===== src/rtl/decision_trail_stack.sv =====
// Decision trail for a DPLL-style solver: LIFO of {idx, val, tried} with flip and removal reporting.
// Build option DECISION_TRAIL_BACKJUMP_EN adds a multi-cycle unwind to a target level.

`ifndef MAX_VARS
`define MAX_VARS 16
`endif
`ifndef MAX_VARS_BITS
`define MAX_VARS_BITS 4
`endif

// state  | meaning
// IDLE   | accepting push/pop/flip/bj_start commands
// UNWIND | removing one top entry per cycle until level reaches the captured target

module decision_trail_stack #(
  parameter int DEPTH = `MAX_VARS,
  parameter int IDX_W = `MAX_VARS_BITS,
  localparam int LVL_W = $clog2(DEPTH + 1)
) (
  input  logic             clock,
  input  logic             reset,
  input  logic             push,
  input  logic [IDX_W-1:0] push_idx,
  input  logic             push_val,
  input  logic             pop,
  input  logic             flip,
  input  logic             bj_start,
  input  logic [LVL_W-1:0] bj_level,
  output logic [IDX_W-1:0] top_idx,
  output logic             top_val,
  output logic             top_tried,
  output logic             rm_valid,
  output logic [IDX_W-1:0] rm_idx,
  output logic             rm_val,
  output logic [LVL_W-1:0] level,
  output logic             empty,
  output logic             full,
  output logic             busy,
  output logic             overflow
);

  localparam int ADDR_W = (DEPTH > 1) ? $clog2(DEPTH) : 1;

  typedef struct packed {
    logic [IDX_W-1:0] idx;
    logic             val;
    logic             tried;
  } entry_t;

  entry_t mem [DEPTH];

  logic [LVL_W-1:0]  level_q;
  logic              ovf_q;
  logic              rm_valid_q;
  logic [IDX_W-1:0]  rm_idx_q;
  logic              rm_val_q;

  logic              is_empty;
  logic              is_full;
  logic [ADDR_W-1:0] wr_slot;
  logic [ADDR_W-1:0] top_slot;
  entry_t            top_entry;

  logic              accept;
  logic              bj_pop;
  logic              busy_int;
  logic              do_push;
  logic              do_pop;
  logic              do_flip;
  logic              set_ovf;

  assign is_empty  = (level_q == '0);
  assign is_full   = (level_q == LVL_W'(DEPTH));
  assign wr_slot   = ADDR_W'(level_q);
  assign top_slot  = ADDR_W'(level_q - LVL_W'(1));
  assign top_entry = mem[top_slot];

`ifdef DECISION_TRAIL_BACKJUMP_EN
  typedef enum logic {IDLE, UNWIND} state_t;

  state_t           state_q, state_d;
  logic [LVL_W-1:0] target_q, target_d;

  always_ff @(posedge clock) begin
    if (reset) begin
      state_q  <= IDLE;
      target_q <= '0;
    end else begin
      state_q  <= state_d;
      target_q <= target_d;
    end
  end

  always_comb begin
    state_d  = state_q;
    target_d = target_q;
    bj_pop   = 1'b0;
    busy_int = 1'b0;
    accept   = 1'b0;
    case (state_q)
      IDLE: begin
        accept = !bj_start;
        if (bj_start && (bj_level < level_q)) begin
          state_d  = UNWIND;
          target_d = bj_level;
        end
      end
      UNWIND: begin
        busy_int = 1'b1;
        bj_pop   = 1'b1;
        // Leave on the edge that lands level exactly on the target.
        if ((level_q - LVL_W'(1)) == target_q) state_d = IDLE;
      end
      default: state_d = IDLE;
    endcase
  end
`else
  logic unused_bj;

  assign unused_bj = ^{bj_start, bj_level};
  assign accept    = 1'b1;
  assign bj_pop    = 1'b0;
  assign busy_int  = 1'b0;
`endif

  always_comb begin
    do_push = 1'b0;
    do_pop  = 1'b0;
    do_flip = 1'b0;
    set_ovf = 1'b0;
    if (accept) begin
      if (push) begin
        if (is_full) set_ovf = 1'b1;
        else         do_push = 1'b1;
      end else if (pop) begin
        do_pop = !is_empty;
      end else if (flip) begin
        do_flip = !is_empty;
      end
    end
    if (bj_pop) do_pop = 1'b1;
  end

  // Storage is never reset; reads are masked while empty.
  always_ff @(posedge clock) begin
    if (do_push) begin
      mem[wr_slot] <= '{idx: push_idx, val: push_val, tried: 1'b0};
    end else if (do_flip) begin
      mem[top_slot].val   <= ~top_entry.val;
      mem[top_slot].tried <= 1'b1;
    end
  end

  always_ff @(posedge clock) begin
    if (reset) begin
      level_q    <= '0;
      ovf_q      <= 1'b0;
      rm_valid_q <= 1'b0;
      rm_idx_q   <= '0;
      rm_val_q   <= 1'b0;
    end else begin
      if (do_push)     level_q <= level_q + LVL_W'(1);
      else if (do_pop) level_q <= level_q - LVL_W'(1);
      if (set_ovf) ovf_q <= 1'b1;
      rm_valid_q <= do_pop;
      if (do_pop) begin
        rm_idx_q <= top_entry.idx;
        rm_val_q <= top_entry.val;
      end
    end
  end

  assign top_idx   = is_empty ? '0   : top_entry.idx;
  assign top_val   = is_empty ? 1'b0 : top_entry.val;
  assign top_tried = is_empty ? 1'b0 : top_entry.tried;
  assign rm_valid  = rm_valid_q;
  assign rm_idx    = rm_idx_q;
  assign rm_val    = rm_val_q;
  assign level     = level_q;
  assign empty     = is_empty;
  assign full      = is_full;
  assign busy      = busy_int;
  assign overflow  = ovf_q;

endmodule

===== config.mk =====
export PLATFORM = sky130hd
export DESIGN_NAME = decision_trail_stack
export DESIGN_NICKNAME = d
export VERILOG_FILES = /design/src/rtl/decision_trail_stack.sv
export SDC_FILE = /design/constraint.sdc
export NUM_CORES = 1
export LEC_CHECK = 0
export ABC_AREA = 1
export CAP_MARGIN = 30
export CORE_UTILIZATION = 41
export CTS_CLUSTER_SIZE = 24
export DETAILED_ROUTE_END_ITERATION = 7
export SLEW_MARGIN = 10
export SYNTH_ARGS = -nofsm -noshare
export SYNTH_HDL_FRONTEND = slang
export SYNTH_SLANG_ARGS = --single-unit

===== constraint.sdc =====
create_clock -name clock -period 3.95 [get_ports clock]
set_input_delay 0.79 -clock clock [delete_from_list [all_inputs] [get_ports clock]]
set_output_delay 0.79 -clock clock [all_outputs]
set_load 0.02 [all_outputs]

# After elaboration in Yosys (flattened, before gate mapping)
# Memory sizes are Yosys's and may differ from the RTL's.
# Index checks and enable logic that the tools add are counted.
# word_totals
input_bits	16
output_inout_bits	21
ff_bits	12
memories	1
elab_cells	36
mem_bits_rw	96
# memory_table
memory	depth	word_bits	rd	rd_ports_with_merged_regs	wr	line_no	source
mem	16	6	1	0	1	50	entry_t mem [DEPTH];
# op_classes
eq_ne	1
n_mux	22
addsub	2
n_reduce_logical	4
bitwise_logic	1
# op_table
operator	n
1-bit 2-to-1 mux	16
5-bit 2-to-1 mux	2
4-bit 2-to-1 mux	2
6-bit 2-to-1 mux	1
6-bit OR reduction	1
5-bit by 1-bit adder with 5-bit output, second input constant	1
5-bit equality test, second input constant	1
5-bit zero test	1
5-bit by 1-bit subtractor with 5-bit output, second input constant	1
2-bit 2-to-1 mux	1
2-bit nonzero test	1
1-bit zero test	1
1-bit inverter	1

# Depth between registers and ports, before layout
# depth
depth_word	10
ltp_mapped	13

# Worst setup path after synthesis
# OpenSTA, ideal clock, no wires.
# synth_timing
path_kind	register to output
start	register level_q[0] (netlist: level[0])
end	output port top_tried
path_buffers	4
setup_slack_ns	0.918
t_arrival_ns	2.242
required_ns	3.160
path_stages_with_launch	13
cell_sequence	dfxtp_1 > buf_2 > inv_2 > buf_2 > ha_1 > buf_2 > clkinv_1 > buf_2 > nand3_1 > nand3_1 > nand3_1 > nand2_1 > nor2_1
# synth_via
elab_chain_cells	3
elab_cells_between_ends	4
# synth_rtl
element	line_no	source
start: declaration	52	logic [LVL_W-1:0] level_q;
start signal: assignment	162	if (do_push) level_q <= level_q + LVL_W'(1);
start signal: assignment	163	else if (do_pop) level_q <= level_q - LVL_W'(1);
5-bit by 1-bit subtractor with 5-bit output	n/a	
memory 16 x 6 bit	n/a	
1-bit 2-to-1 mux *	175	assign top_tried = is_empty ? 1'b0 : top_entry.tried;
end: declaration	31	output logic top_tried,
# Mark *: on every way between the ends. The rest lies on a longest branch, timed or not.

# Final worst setup path
# layout_timing
start	register level_q[1] (netlist: level[1])
end	output port top_tried
# Same word-level chain as after synthesis.

==> run_results.csv <==
group,metric,value,unit
synth,synth_area,5150,um^2
timing,fmax,270,MHz
die,row_count,40,
worst_setup_path,crit_path_cell_trace,"inv_1 > ha_1 > xor2_2 > nand3_1 > nand3_1 > nand2_1 > nor2_1 > clkdlybuf4s50_1",
cts,clockBufferDepth,2,
cts,h-tree-depth,3,
timing,timing.hold.ws,0.472,ns
layout,final_cells,738,
global_route,globalRouteMet2Util,0.323,
timing,fin_skew,0.00843,ns
cts,cts_sinks,108,
worst_setup_path,worstPathRequired,3.16,ns
synth,syn_area_per_cell,9.53,um^2
pwr,powerDensity,556,nW/um^2
worst_setup_path,cp_slowest_cell,"xor2_2",
worst_setup_path,worstPathArrival,2.91,ns
timing,finalSetupTns,0,ns
detailed_routing,drc,0,
worst_setup_path,worstSetupPathType,"reg2out",
timing,grt_setup_unrepaired,"no",
place,dpl.hpwl,7.26,mm
synth,synth_top_area_frac,0.560,
timing,relSlewSlack,0.506,
synth,synth_cell_types,31,
place,place_congestion,0.793,
synth,synth_area_leaders,"edfxtp_1, nand2_1, nand3_1",
pwr,power_frac_seq,0.405,
global_route,gr-usage-all-layers,0.191,
global_route,grt_pass1_vias,3524,
cts,cts_tree,"done",
timing,finalHoldViolCount,0,
pwr,peakVddDrop,0.220,mV
global_route,grtUsageMet3,0.0244,
global_route,top_usage_layer,"met2",
cts,postCtsSetupBuffers,0,
worst_setup_path,cp_common_cell,"nand3_1",
cts,cts.clk_slew.worst_paths,0.07,ns
synth,yosysSeqAreaShare,0.607,
run_status,status,"finished clean",
worst_setup_path,cp_num_buf_inv,2,
timing,worst_pin_slew,0.740,ns
worst_setup_path,start_kind,"flip-flop",
worst_setup_path,critical-path-top-delay-family,"buffers and inverters",
detailed_routing,drt_first_iter_violations,228,
timing,finalSetupViolations,0,
pwr,p_leak,2.43,nW
pwr,p_int,2.24,mW
layout,fin_nets,584,
cts,clkLatencyLatePin,0.35,ns
detailed_routing,firstDrtPassIters,5,
die,die_w,114,um
global_route,grt.overflow.total,0,
global_route,grt_max_degree,55,
detailed_routing,vias,3673,
layout,n_fill_cell,1166,
detailed_routing,ant_nets,0,
cts,holdBufCountCts,0,
timing,period_minus_slack,3.70,ns
global_route,met1_usage,0.248,
worst_setup_path,max_stage_delay,0.62,ns
synth,synth_seq_cells,108,
layout,final_cell_mix,"nand2_1, edfxtp_1, nand3_1",
place,port-buffer-count,29,
worst_setup_path,path_max_fanout,13,
global_route,grt_pass1_wl,18.5,mm
layout,antenna_cells,0,
flow_run,drv_cap,0,
synth,netlist_instances,540,
detailed_routing,wl_per_cell,15.4,um
layout,final_core_util,0.490,
worst_hold_path,hp-class,"reg2reg",
pwr,switching_share,0.322,
layout,drive_gt1_frac,0.0947,
synth,ys_warn_count,0,
detailed_routing,via_per_inst,4.98,
pwr,switchingPower,1.06,mW
die,ioPinCount,37,
pwr,power.clock.fraction,0.311,
layout,final_common_cell,"nand2_1",
die,die-area,13000,um^2
layout,syn2layout_area_growth,15.4,%
place,dp.cells,722,
worst_setup_path,r2r_slack,1.27,ns
cts,cts_made_buffers,9,
synth,synthesis.nets,559,
timing,slew_violations,0,
die,core,12100,um^2
global_route,antenna_found_initial,0,
detailed_routing,wl,11.3,mm
die,start_util,0.425,
cts,root_buffer,"clkbuf_16",
worst_setup_path,endpoint_kind,"primary output",
synth,synth_area_leader_cell,"edfxtp_1",
timing,fin_crit_sh,0.937,
die,die_height,114,um
pwr,comb_power_share,0.284,
[power groups by stage]
stage | clock [mW] | combinational (mW) | sequential, mW
floorplan | 0 | 0.613 | 1.37
detailed placement | 0 | 0.935 | 1.36
finish | 1.03 | 0.939 | 1.34
global placement | 0 | 0.927 | 1.36
global route | 1.08 | 1.04 | 1.34
CTS | 1.04 | 0.940 | 1.34
[Yosys cell counts (all sizes together)]
| cell type | count |
|---|---|
| ha | 3 |
| dfxtp | 12 |
| xnor2 | 1 |
| nor3 | 32 |
| or2 | 1 |
| nand3b | 1 |
| nand3 | 80 |
| nor2 | 11 |
| conb | 1 |
| o21ai | 5 |
| buf | 18 |
| clkinv | 3 |
| a21oi | 14 |
| nand2 | 179 |
| clkbuf | 8 |
| nor3b | 2 |
| inv | 65 |
| edfxtp | 96 |
| xor2 | 2 |
| o21a | 6 |
[worst reg2reg max path, stage by stage (launching register included)]
cell,delay [ns]
dfxtp_1,0.44
inv_1,0.14
ha_1,0.25
nand3_4,0.15
nand2_2,0.20
nand2_1,0.11
nand2_1,0.12
inv_1,0.13
nand2_2,0.20
nor3_1,0.57
[stage by stage]
stage | setup slack [ns] | power [mW] | instance area (um^2)
2_1_floorplan | 0.918 | 1.98 | 5150
3_3_place_gp | 0.373 | 2.29 | 5590
3_5_place_dp | 0.356 | 2.30 | 5590
4_1_cts | 0.113 | 3.32 | 5930
5_1_grt | 0.0573 | 3.46 | 5940
6_report | 0.249 | 3.31 | 5940
[per-layer routing]
layer | routed length (um) | vias up
li1 | - | 1832
met1 | 5100 | 1729
met2 | 5470 | 95
met3 | 502 | 17
met4 | 273 | 0
met5 | 0 | -
[worst paths after layout]
path | from | to | cells after the start
worst max register to register | level[1] | mem[4][4] | 9
worst min-delay path | overflow | overflow | 1
worst min register to register | overflow | overflow | 1
worst max-delay path | level[1] | top_tried | 8
[registers in the layout, summed over array words and instances (netlist names)]
signal    cells
level         5
mem          96
overflow      1
rm_idx        4
rm_val        1
rm_valid      1
[final cells by class]
class	instances	area (um^2)	area share
Sequential cell	108	3120	0.526
Multi-Input combinational cell	338	1640	0.275
Timing Repair Buffer	40	373	0.0628
Inverter	68	256	0.0432
Clock buffer	10	229	0.0385
Tap cell	168	210	0.0354
Clock inverter	6	111	0.0187
[cells by family (layout without fill, tap and decap cells)]
group                      Yosys count  in the layout  synth area share
AOI/OAI and AO/OA                   25             25            0.0287
xor gates and xnor gates             3              3           0.00802
adders and majority gates            3              3           0.00729
buffers and inverters               94            124            0.0775
DFF                                108            108             0.607
other                                1              1          0.000729
and+or+nand+nor                    306            306             0.271
[repair_timing]
item / 4_1_cts / 5_1_grt
cloned: 0 / 0
gates resized for setup: 1 / 1
setup endpoints to repair: 4 / 2
(Power assumes the default switching activity.)
